File: src/rtl/pwm_l2.sv
// pwm_l2 -- N-channel phase-shifted PWM modulator with complementary outputs
// and a programmable dead-time.
//
// A shared carrier counter advances on each ce strobe. Each channel compares
// a phase-shifted copy of that carrier against its own comparator value. The
// result drives a small FSM that inserts a dead interval between the two
// gate outputs of that channel.
//
// Runtime settings (period, comparator, phase, deadtime) are copied into
// shadow registers. This copy happens on every cycle while the modulator is
// idle, and only at the carrier wrap while it runs. A mid-frame change
// therefore never distorts the current frame.
//
// Ports:
//   aclk        clock
//   reset       synchronous, active-high reset
//   ce          carrier count enable, one aclk wide
//   enable      modulator run; low forces all gate outputs low
//   period      carrier period in ce ticks (counter runs 0..period-1)
//   comparator  per-channel duty compare, channel k at [k*CNT_WIDTH +: CNT_WIDTH]
//   phase       per-channel carrier offset, same packing as comparator
//   deadtime    dead interval in aclk cycles, shared by all channels
//   pwm_h       high-side gate per channel
//   pwm_l       low-side gate per channel
//   sync        one-aclk pulse after each carrier wrap
module pwm_l2 #(
    parameter int N_CH      = 2,
    parameter int CNT_WIDTH = 32,
    parameter int DT_WIDTH  = 8
) (
    input  logic                      aclk,
    input  logic                      reset,
    input  logic                      ce,
    input  logic                      enable,
    input  logic [CNT_WIDTH-1:0]      period,
    input  logic [N_CH*CNT_WIDTH-1:0] comparator,
    input  logic [N_CH*CNT_WIDTH-1:0] phase,
    input  logic [DT_WIDTH-1:0]       deadtime,
    output logic [N_CH-1:0]           pwm_h,
    output logic [N_CH-1:0]           pwm_l,
    output logic                      sync
);

    localparam int CW = CNT_WIDTH;
    localparam logic [CW-1:0]       CNT_ONE = {{(CW-1){1'b0}}, 1'b1};
    localparam logic [DT_WIDTH-1:0] DT_ONE  = {{(DT_WIDTH-1){1'b0}}, 1'b1};

    typedef enum logic [1:0] {
        OFF  = 2'd0,
        H_ON = 2'd1,
        L_ON = 2'd2,
        DEAD = 2'd3
    } ch_state_t;

    logic [CW-1:0]        cnt_reg;
    logic [CW-1:0]        period_s_reg;
    logic [N_CH*CW-1:0]   comparator_s_reg;
    logic [N_CH*CW-1:0]   phase_s_reg;
    logic [DT_WIDTH-1:0]  deadtime_s_reg;
    logic                 sync_reg;
    logic                 wrap;
    logic                 period_zero;
    logic                 dt_zero;

    assign period_zero = (period_s_reg == '0);
    assign dt_zero     = (deadtime_s_reg == '0);

    // A wrap is the ce edge on the last count of a non-empty period.
    // A zero period never wraps.
    assign wrap = enable & ce & ~period_zero & (cnt_reg == period_s_reg - CNT_ONE);

    always_ff @(posedge aclk) begin
        if (reset) begin
            cnt_reg          <= '0;
            period_s_reg     <= '0;
            comparator_s_reg <= '0;
            phase_s_reg      <= '0;
            deadtime_s_reg   <= '0;
            sync_reg         <= 1'b0;
        end else begin
            sync_reg <= wrap;

            if (!enable || wrap) begin
                period_s_reg     <= period;
                comparator_s_reg <= comparator;
                phase_s_reg      <= phase;
                deadtime_s_reg   <= deadtime;
            end

            if (!enable) begin
                cnt_reg <= '0;
            end else if (ce) begin
                if (period_zero || wrap) begin
                    cnt_reg <= '0;
                end else begin
                    cnt_reg <= cnt_reg + CNT_ONE;
                end
            end
        end
    end

    assign sync = sync_reg;

    generate
        for (genvar gi = 0; gi < N_CH; gi++) begin : g_ch
            logic [CW-1:0]       cmp_s;
            logic [CW-1:0]       ph_s;
            logic [CW-1:0]       ph_eff;
            logic [CW:0]         sum;
            logic [CW:0]         diff;
            logic [CW-1:0]       ccnt;
            logic                raw_q_reg;
            ch_state_t           state_reg;
            logic [DT_WIDTH-1:0] dt_reg;
            logic                pwm_h_reg;
            logic                pwm_l_reg;

            assign cmp_s = comparator_s_reg[gi*CW +: CW];
            assign ph_s  = phase_s_reg[gi*CW +: CW];

            // An out-of-range phase collapses to zero. This keeps the
            // shifted carrier inside 0..period-1 with a single subtract.
            assign ph_eff = (ph_s >= period_s_reg) ? '0 : ph_s;
            assign sum    = {1'b0, cnt_reg} + {1'b0, ph_eff};
            assign diff   = sum - {1'b0, period_s_reg};
            assign ccnt   = (sum >= {1'b0, period_s_reg}) ? diff[CW-1:0] : sum[CW-1:0];

            always_ff @(posedge aclk) begin
                if (reset) begin
                    raw_q_reg <= 1'b0;
                end else begin
                    raw_q_reg <= enable & ~period_zero & (ccnt < cmp_s);
                end
            end

            // Gate FSM. dt_reg holds the number of dead cycles still to
            // serve, counting the current one. The FSM therefore leaves DEAD
            // once dt_reg reaches 1, which gives exactly deadtime_s cycles of
            // both gates low.
            //
            // The side that is entered is raw_q at exit time. This means a
            // raw pulse shorter than the dead interval is swallowed.
            //
            // Gate outputs are written together with the state, so they
            // stay registered. The two outputs are never both set.
            always_ff @(posedge aclk) begin
                if (reset) begin
                    state_reg <= OFF;
                    dt_reg    <= '0;
                    pwm_h_reg <= 1'b0;
                    pwm_l_reg <= 1'b0;
                end else if (!enable) begin
                    state_reg <= OFF;
                    dt_reg    <= '0;
                    pwm_h_reg <= 1'b0;
                    pwm_l_reg <= 1'b0;
                end else begin
                    case (state_reg)
                        OFF: begin
                            if (dt_zero) begin
                                state_reg <= raw_q_reg ? H_ON : L_ON;
                                pwm_h_reg <= raw_q_reg;
                                pwm_l_reg <= ~raw_q_reg;
                            end else begin
                                state_reg <= DEAD;
                                dt_reg    <= deadtime_s_reg;
                                pwm_h_reg <= 1'b0;
                                pwm_l_reg <= 1'b0;
                            end
                        end
                        H_ON: begin
                            if (!raw_q_reg) begin
                                pwm_h_reg <= 1'b0;
                                if (dt_zero) begin
                                    state_reg <= L_ON;
                                    pwm_l_reg <= 1'b1;
                                end else begin
                                    state_reg <= DEAD;
                                    dt_reg    <= deadtime_s_reg;
                                    pwm_l_reg <= 1'b0;
                                end
                            end
                        end
                        L_ON: begin
                            if (raw_q_reg) begin
                                pwm_l_reg <= 1'b0;
                                if (dt_zero) begin
                                    state_reg <= H_ON;
                                    pwm_h_reg <= 1'b1;
                                end else begin
                                    state_reg <= DEAD;
                                    dt_reg    <= deadtime_s_reg;
                                    pwm_h_reg <= 1'b0;
                                end
                            end
                        end
                        DEAD: begin
                            if (dt_reg <= DT_ONE) begin
                                state_reg <= raw_q_reg ? H_ON : L_ON;
                                dt_reg    <= '0;
                                pwm_h_reg <= raw_q_reg;
                                pwm_l_reg <= ~raw_q_reg;
                            end else begin
                                dt_reg <= dt_reg - DT_ONE;
                            end
                        end
                        default: begin
                            state_reg <= OFF;
                            dt_reg    <= '0;
                            pwm_h_reg <= 1'b0;
                            pwm_l_reg <= 1'b0;
                        end
                    endcase
                end
            end

            assign pwm_h[gi] = pwm_h_reg;
            assign pwm_l[gi] = pwm_l_reg;
        end
    endgenerate

endmodule

File: config.mk
export PLATFORM = sky130hd
export DESIGN_NAME = pwm_l2
export DESIGN_NICKNAME = d
export VERILOG_FILES = /design/src/rtl/pwm_l2.sv
export SDC_FILE = /design/constraint.sdc
export NUM_CORES = 1
export LEC_CHECK = 0
export ABC_AREA = 0
export CAP_MARGIN = 10
export CORE_AREA = 5 5 198 200
export CTS_BUF_LIST = sky130_fd_sc_hd__clkbuf_8
export DETAILED_ROUTE_END_ITERATION = 7
export DIE_AREA = 0 0 203 205
export GPL_TIMING_DRIVEN = 0
export PLACE_DENSITY = 0.74
export SYNTH_ARGS = -nofsm -noshare
export SYNTH_HDL_FRONTEND = slang
export SYNTH_SLANG_ARGS = --single-unit
File: constraint.sdc
create_clock -name aclk -period 18.4 [get_ports aclk]
set_input_delay 3.68 -clock aclk [delete_from_list [all_inputs] [get_ports aclk]]
set_output_delay 3.68 -clock aclk [all_outputs]
set_load 0.05 [all_outputs]
==> impl_metrics.toml, run 1 <==
[outcome]
status = "finished clean"

[yosys]
yosys_register_bits = 227
synth_top_area_cell = "dfxtp_1"
synth_cell_types = 73
syn-mean-instance-area_sq_um = 8.077
synth.top_cell.area_share_pct = 22.01
synth.area.top_cells = "dfxtp_1 (22%), ha_1 (16%), mux2i_1 (8.3%)"
syn_nets = 2992
synthArstFlopShare_pct = 0
synthCells = 2556
synth_edf_count = 0
ys_seq_area_share_pct = 22.01
yosys_warnings = 0
synth.cell_area_sq_um = 20640
synthFlopType = "dfxtp_1"

[detailed_routing]
drt-initial-drc-count = 1341
drtPass1Iterations = 5
wirelength_um = 67430
drc_errors = 0
wl_per_cell_um = 20.56
drtAntennaViolNets = 0
vias_per_cell = 6.059
vias = 19870

[placement]
post_dp_cell_area_sq_um = 23000
portBuffers = 175
globalplace.congestion = 0.9582
dp_hpwl_um = 55340

[cells_and_area]
drive_gt1_share_pct = 4.669
final_area_sq_um = 23840
diodes = 0
final_cell_mix = "nor2_1 (350), ha_1 (260), dfxtp_1 (227), a21oi_1 (193), clkdlybuf4s50_1 (175)"
syn2layout_area_growth_pct = 15.48
final_common_cell = "nor2_1"
fin_nets = 3212
fin_util_pct = 64.05

[cts]
htree_num_levels = 2
root_buffer = "clkbuf_8"
clock-sinks = 227
post_cts_buffers = 0
postCtsResizedCells = 0
cts_buffer_depth = 3
clock_latency_ps = 640
cts_tree = "built"
clk_pin_slew_ps = 60
numCtsBuffers = 42
cts_hold_buf = 0

[die]
die_y_um = 205
die_area_sq_um = 41620
io_pins = 177
die_w_um = 203
initial_core_util_pct = 55.46
core_area_sq_um = 37220
row_count = 71

[setup_path]
crit_path_top_delay_cell = "a221oi_1"
path_max_fanout = 10
path_delay_family = "compound AO/OA/AOI/OAI gates"
critPathBufInv = 5
arrival_ps = 13040
crit_type = "flop to flop"
cpPeakStageDelay_ps = 1020
startpoint_type = "flop"
endpoint_kind = "flop"
critPathRequiredTime_ps = 18850

[timing]
period_share_pct = 68.45
drv_slew = 0
setup_viol = 0
fin_crit_ps = 12590
max_slew.worst_pin.slew_ps = 1150
rsz0062_at_grt = "false"
max_freq_mhz = 79.40
tns_ps = 0
max_slew_margin_pct = 23.33
fin_worst_skew_ps = 53.97
finalHoldViolCount = 0

[power]
power.switching_mw = 0.7705
p_comb_share_pct = 46.5
peakVddDrop_mv = 0.07332
switching_share_pct = 39.46
power_leakage_nw = 10.85
p_per_area_nw_per_um2 = 81.89
p_int_mw = 1.182
seqPwrFrac_pct = 28.1
clkPwrFrac_pct = 25.4

[global_route]
antenna_found_initial = 0
grt_first_pass_wirelength_um = 104700
grt_pass1_vias = 19500
track_usage_pct = 31.55
gr-total-overflow = 0
grt_max_degree = 12

[min_path]
min_path_type = "flop to flop"

[flow_run]
cap_viol_max_count = 0
-- Yosys cell counts (all sizes together) (11+ instances only) --
| cell type | instances |
|---|---|
| a211oi | 19 |
| a21o | 82 |
| a21oi | 193 |
| a22oi | 12 |
| a31oi | 23 |
| a32o | 32 |
| and2 | 43 |
| and3 | 22 |
| and4b | 32 |
| buf | 24 |
| clkbuf | 85 |
| dfxtp | 227 |
| ha | 260 |
| inv | 131 |
| mux2 | 24 |
| mux2i | 171 |
| nand2 | 124 |
| nand2b | 29 |
| nand3 | 51 |
| nand4 | 56 |
| nor2 | 350 |
| nor2b | 33 |
| nor3 | 35 |
| nor4 | 16 |
| o211ai | 11 |
| o21a | 24 |
| o21ai | 114 |
| o21bai | 13 |
| xnor2 | 103 |
| xor2 | 70 |
-- routing by layer --
layer / GRT usage (%) / vias up / wire [um]
li1: - / 9710 / -
met1: 40.50 / 9309 / 28850
met2: 53.43 / 701 / 31390
met3: 4.828 / 153 / 4333
met4: 12.39 / 0 / 2859
met5: 0 / - / 0
-- through the flow --
| stage | cells | setup WS, ps | hold WS (ps) | power, mW |
|---|---|---|---|---|
| after global routing | 3280 | 5273 | 518.4 | 2.088 |
| after floorplan | 2556 | 9786 | 451.7 | 1.196 |
| after CTS | 3280 | 5835 | 494.1 | 1.956 |
| final | 3280 | 5805 | 489.6 | 1.952 |
| after detailed placement | 3206 | 5968 | 481.7 | 1.450 |
| after global placement | 3205 | 6032 | 477.3 | 1.427 |
-- worst register-to-register path: cells and delay by family, from the launching register on --
family          cells  cell delay (ps)
buf+inv             5             1650
compound gates     22             6160
flops               1              660
simple gates       12             2350
xor+xnor            1              360
fa+ha+maj           4             1230
-- kinds of logic (layout without fill, tap and decap cells) --
logic type	count (synthesis)	in the layout	share of synthesized area [%]
AO/OA/AOI/OAI	609	609	19.15
buffers and inverters	240	490	5.231
AND/OR/NAND/NOR	848	848	20.52
XOR/XNOR	173	173	7.340
flip-flops	227	227	22.01
adder cells (fa/ha/maj)	264	264	16.15
multiplexers	195	195	9.601
-- power groups by stage --
stage / Combinational, mW / Sequential, mW / Clock (mW)
6_report: 0.907 / 0.549 / 0.496
3_5_place_dp: 0.892 / 0.558 / 0
5_1_grt: 1.00 / 0.552 / 0.533
3_3_place_gp: 0.870 / 0.557 / 0
4_1_cts: 0.897 / 0.548 / 0.511
2_1_floorplan: 0.649 / 0.547 / 0
-- final timing paths --
| check | from | cells after the start | endpoint | slack (ps) |
|---|---|---|---|---|
| worst min-delay path | comparator_s_reg[30] | 2 | comparator_s_reg[30] | 490 |
| worst min register to register | comparator_s_reg[30] | 2 | comparator_s_reg[30] | 490 |
| worst max register to register | period_s_reg[1] | 44 | g_ch[0].raw_q_reg | 5810 |
| worst max-delay path | period_s_reg[1] | 44 | g_ch[0].raw_q_reg | 5810 |
-- cell type report --
class | instances | area, sq um
inverter | 131 | 491.7
timing repair buffer | 176 | 1759
fill | 3305 | 13380
clock inverter | 22 | 127.6
sequential | 227 | 4544
multi-input combinational | 2089 | 15020
tap | 474 | 593.1
clock buffer | 52 | 715.7
buffer | 109 | 588.1
(Power assumes the default switching activity.)
==> run 2: changes to the inputs <==
--- a/config.mk
+++ b/config.mk
@@ -7,12 +7,12 @@
 export LEC_CHECK = 0
 export ABC_AREA = 0
 export CAP_MARGIN = 10
-export CORE_AREA = 5 5 198 200
+export CORE_AREA = 5 5 200 202
 export CTS_BUF_LIST = sky130_fd_sc_hd__clkbuf_8
 export DETAILED_ROUTE_END_ITERATION = 7
-export DIE_AREA = 0 0 203 205
+export DIE_AREA = 0 0 205 207
 export GPL_TIMING_DRIVEN = 0
-export PLACE_DENSITY = 0.74
+export PLACE_DENSITY = 0.76
 export SYNTH_ARGS = -nofsm -noshare
 export SYNTH_HDL_FRONTEND = slang
 export SYNTH_SLANG_ARGS = --single-unit
==> constraint.sdc (replaced) <==
create_clock -name aclk -period 10.8 [get_ports aclk]
set_input_delay 2.16 -clock aclk [delete_from_list [all_inputs] [get_ports aclk]]
set_output_delay 2.16 -clock aclk [all_outputs]
set_load 0.05 [all_outputs]
==> run 2 against run 1 <==
  * Sequential share of layout area fell by 0.22 points
  * Sequential cell count did not move
  * Utilization shrank 0.73 points
  * Highest routed layer unchanged
==> impl_metrics.toml, run 2 (synthesis results as in run 1) <==
[timing]
drv_slew = 0
max_slew.worst_pin.slew_ps = 1095
tns_ps = 0
fin_worst_skew_ps = 18.81
setup_viol = 0
fin_crit_ps = 10400
max_slew_margin_pct = 26.07
rsz0062_at_grt = "false"
period_share_pct = 96.32
max_freq_mhz = 96.13
finalHoldViolCount = 0

[die]
die_y_um = 207
core_area_sq_um = 38110
die_area_sq_um = 42440
initial_core_util_pct = 54.17
row_count = 72
die_w_um = 205
io_pins = 177

[min_path]
min_path_type = "flop to flop"
min-delay-start = "comparator_s_reg[25]"
hold-path-cell-count = 2
hold_end = "comparator_s_reg[25]"

[power]
power_leakage_nw = 10.97
peakVddDrop_mv = 0.1187
totalPowerFinal_mw = 3.406
p_per_area_nw_per_um2 = 141.2

[cts]
cts_hold_buf = 0
root_buffer = "clkbuf_8"
cts_buffer_depth = 3
clock-sinks = 227
numCtsBuffers = 41
clock_latency_ps = 630
clk_pin_slew_ps = 60
htree_num_levels = 2
cts_tree = "built"

[setup_path]
r2r-start = "period_s_reg[25]"
ff2ff_path_depth = 44
r2r_end = "g_ch[1].raw_q_reg"
crit_type = "flop to flop"
crit_path_top_delay_cell = "dfxtp_1"
cpPeakStageDelay_ps = 440
endpoint_kind = "flop"
arrival_ps = 10890
r2r_slack_ps = 400
critPathRequiredTime_ps = 11290
path_max_fanout = 10
startpoint_type = "flop"
crit_top_cell = "a21oi_1"

[cells_and_area]
drive_gt1_share_pct = 6.010
multi_input_area_sq_um = 15110
final_cell_mix = "nor2_1 (350), ha_1 (260), dfxtp_1 (225), a21oi_1 (193), clkdlybuf4s50_1 (175)"
fillers = 3419
fin_nets = 3217
syn2layout_area_growth_pct = 16.88
register_area_sq_um = 4547
final_cells = 3331
final_common_cell = "nor2_1"

[global_route]
antenna_found_initial = 1
grt_pass1_vias = 19810
grt_first_pass_wirelength_um = 104900
track_usage_pct = 30.85
grt_max_degree = 12
gr-total-overflow = 0

[detailed_routing]
drtPass1Iterations = 5
vias = 19940
drtAntennaViolNets = 0
wl_per_cell_um = 20.49
wirelength_um = 68240
vias_per_cell = 5.987
drc_errors = 0
drt-initial-drc-count = 1102

[placement]
globalplace.congestion = 0.9429
dp_hpwl_um = 55650
portBuffers = 175
place_inst = 3250

[outcome]
status = "finished clean"

[flow_run]
cap_viol_max_count = 0
run 2: cell count changes in the layout (fill, tap and decap cells not counted), sizes merged:
cell	before	now
clkbuf	137	142
inv	145	138
clkinvlp	2	1
clkinv	5	6
buf	25	33
diode	0	1
run 2: how the worst max path moves through the flow:
stage	start	to	slack [ps]	cells past startpoint
2_1_floorplan	period_s_reg[17]	g_ch[0].raw_q_reg	2190	42
3_3_place_gp	period_s_reg[1]	g_ch[0].raw_q_reg	-1680	42
3_5_place_dp	period_s_reg[1]	g_ch[0].raw_q_reg	-1690	42
4_1_cts	period_s_reg[25]	g_ch[1].raw_q_reg	10	44
5_1_grt	period_s_reg[17]	g_ch[0].raw_q_reg	6	48
6_report	period_s_reg[25]	g_ch[1].raw_q_reg	400	44
run 2: layout make-up:
cell class / count / share of cell area, %
Multi-Input combinational cell: 2089 / 62.64
Timing Repair Buffer: 182 / 7.519
Clock inverter: 15 / 0.3889
Tap cell: 518 / 2.686
Buffer: 109 / 2.510
Sequential cell: 227 / 18.84
Antenna cell: 1 / 0.01037
Inverter: 131 / 2.038
Clock buffer: 59 / 3.365
run 2: power by group:
part	internal, mW	total, mW	switching (mW)	leakage, nW
Clock	0.506	0.904	0.398	0.499
Sequential	0.884	0.936	0.0519	1.87
Combinational	0.690	1.57	0.876	8.60
Total	2.08	3.41	1.33	11.0
run 2: worst max-delay path, delay by kind of cell, from the launching register on:
kind,cells,cell delay [ps]
AO/OA/AOI/OAI,23,4960
XOR/XNOR,1,300
adder cells (fa/ha/maj),4,1200
buffers and inverters,5,1680
flip-flops,1,440
AND/OR/NAND/NOR,11,1660
run 2: stage by stage:
stage / hold slack, ps / area [sq um] / worst slack [ps] / util, %
floorplan: 451.7 / 20640 / 2186 / -
global placement: 476.9 / 23040 / -1685 / 60.47
detailed placement: 480.6 / 23050 / -1687 / 60.48
CTS: 494.6 / 24030 / 14.28 / 63.05
global route: 517.1 / 24130 / 6.102 / 63.32
finish: 491.4 / 24130 / 397.2 / 63.32
run 2: repair_timing:
action / in CTS / in global routing
pin swaps: 1 / 0
gates resized for setup: 17 / 27
endpoints found under the setup margin: 2 / 2
gates cloned: 0 / 0
buffers inserted: 1 / 5
run 2: metal layers:
layer | routed length, um | global-route usage, % | vias up
li1 | - | - | 9718
met1 | 29210 | 38.67 | 9424
met2 | 32010 | 52.63 | 663
met3 | 3844 | 3.972 | 137
met4 | 3173 | 14.02 | 0
met5 | 0 | 0 | -
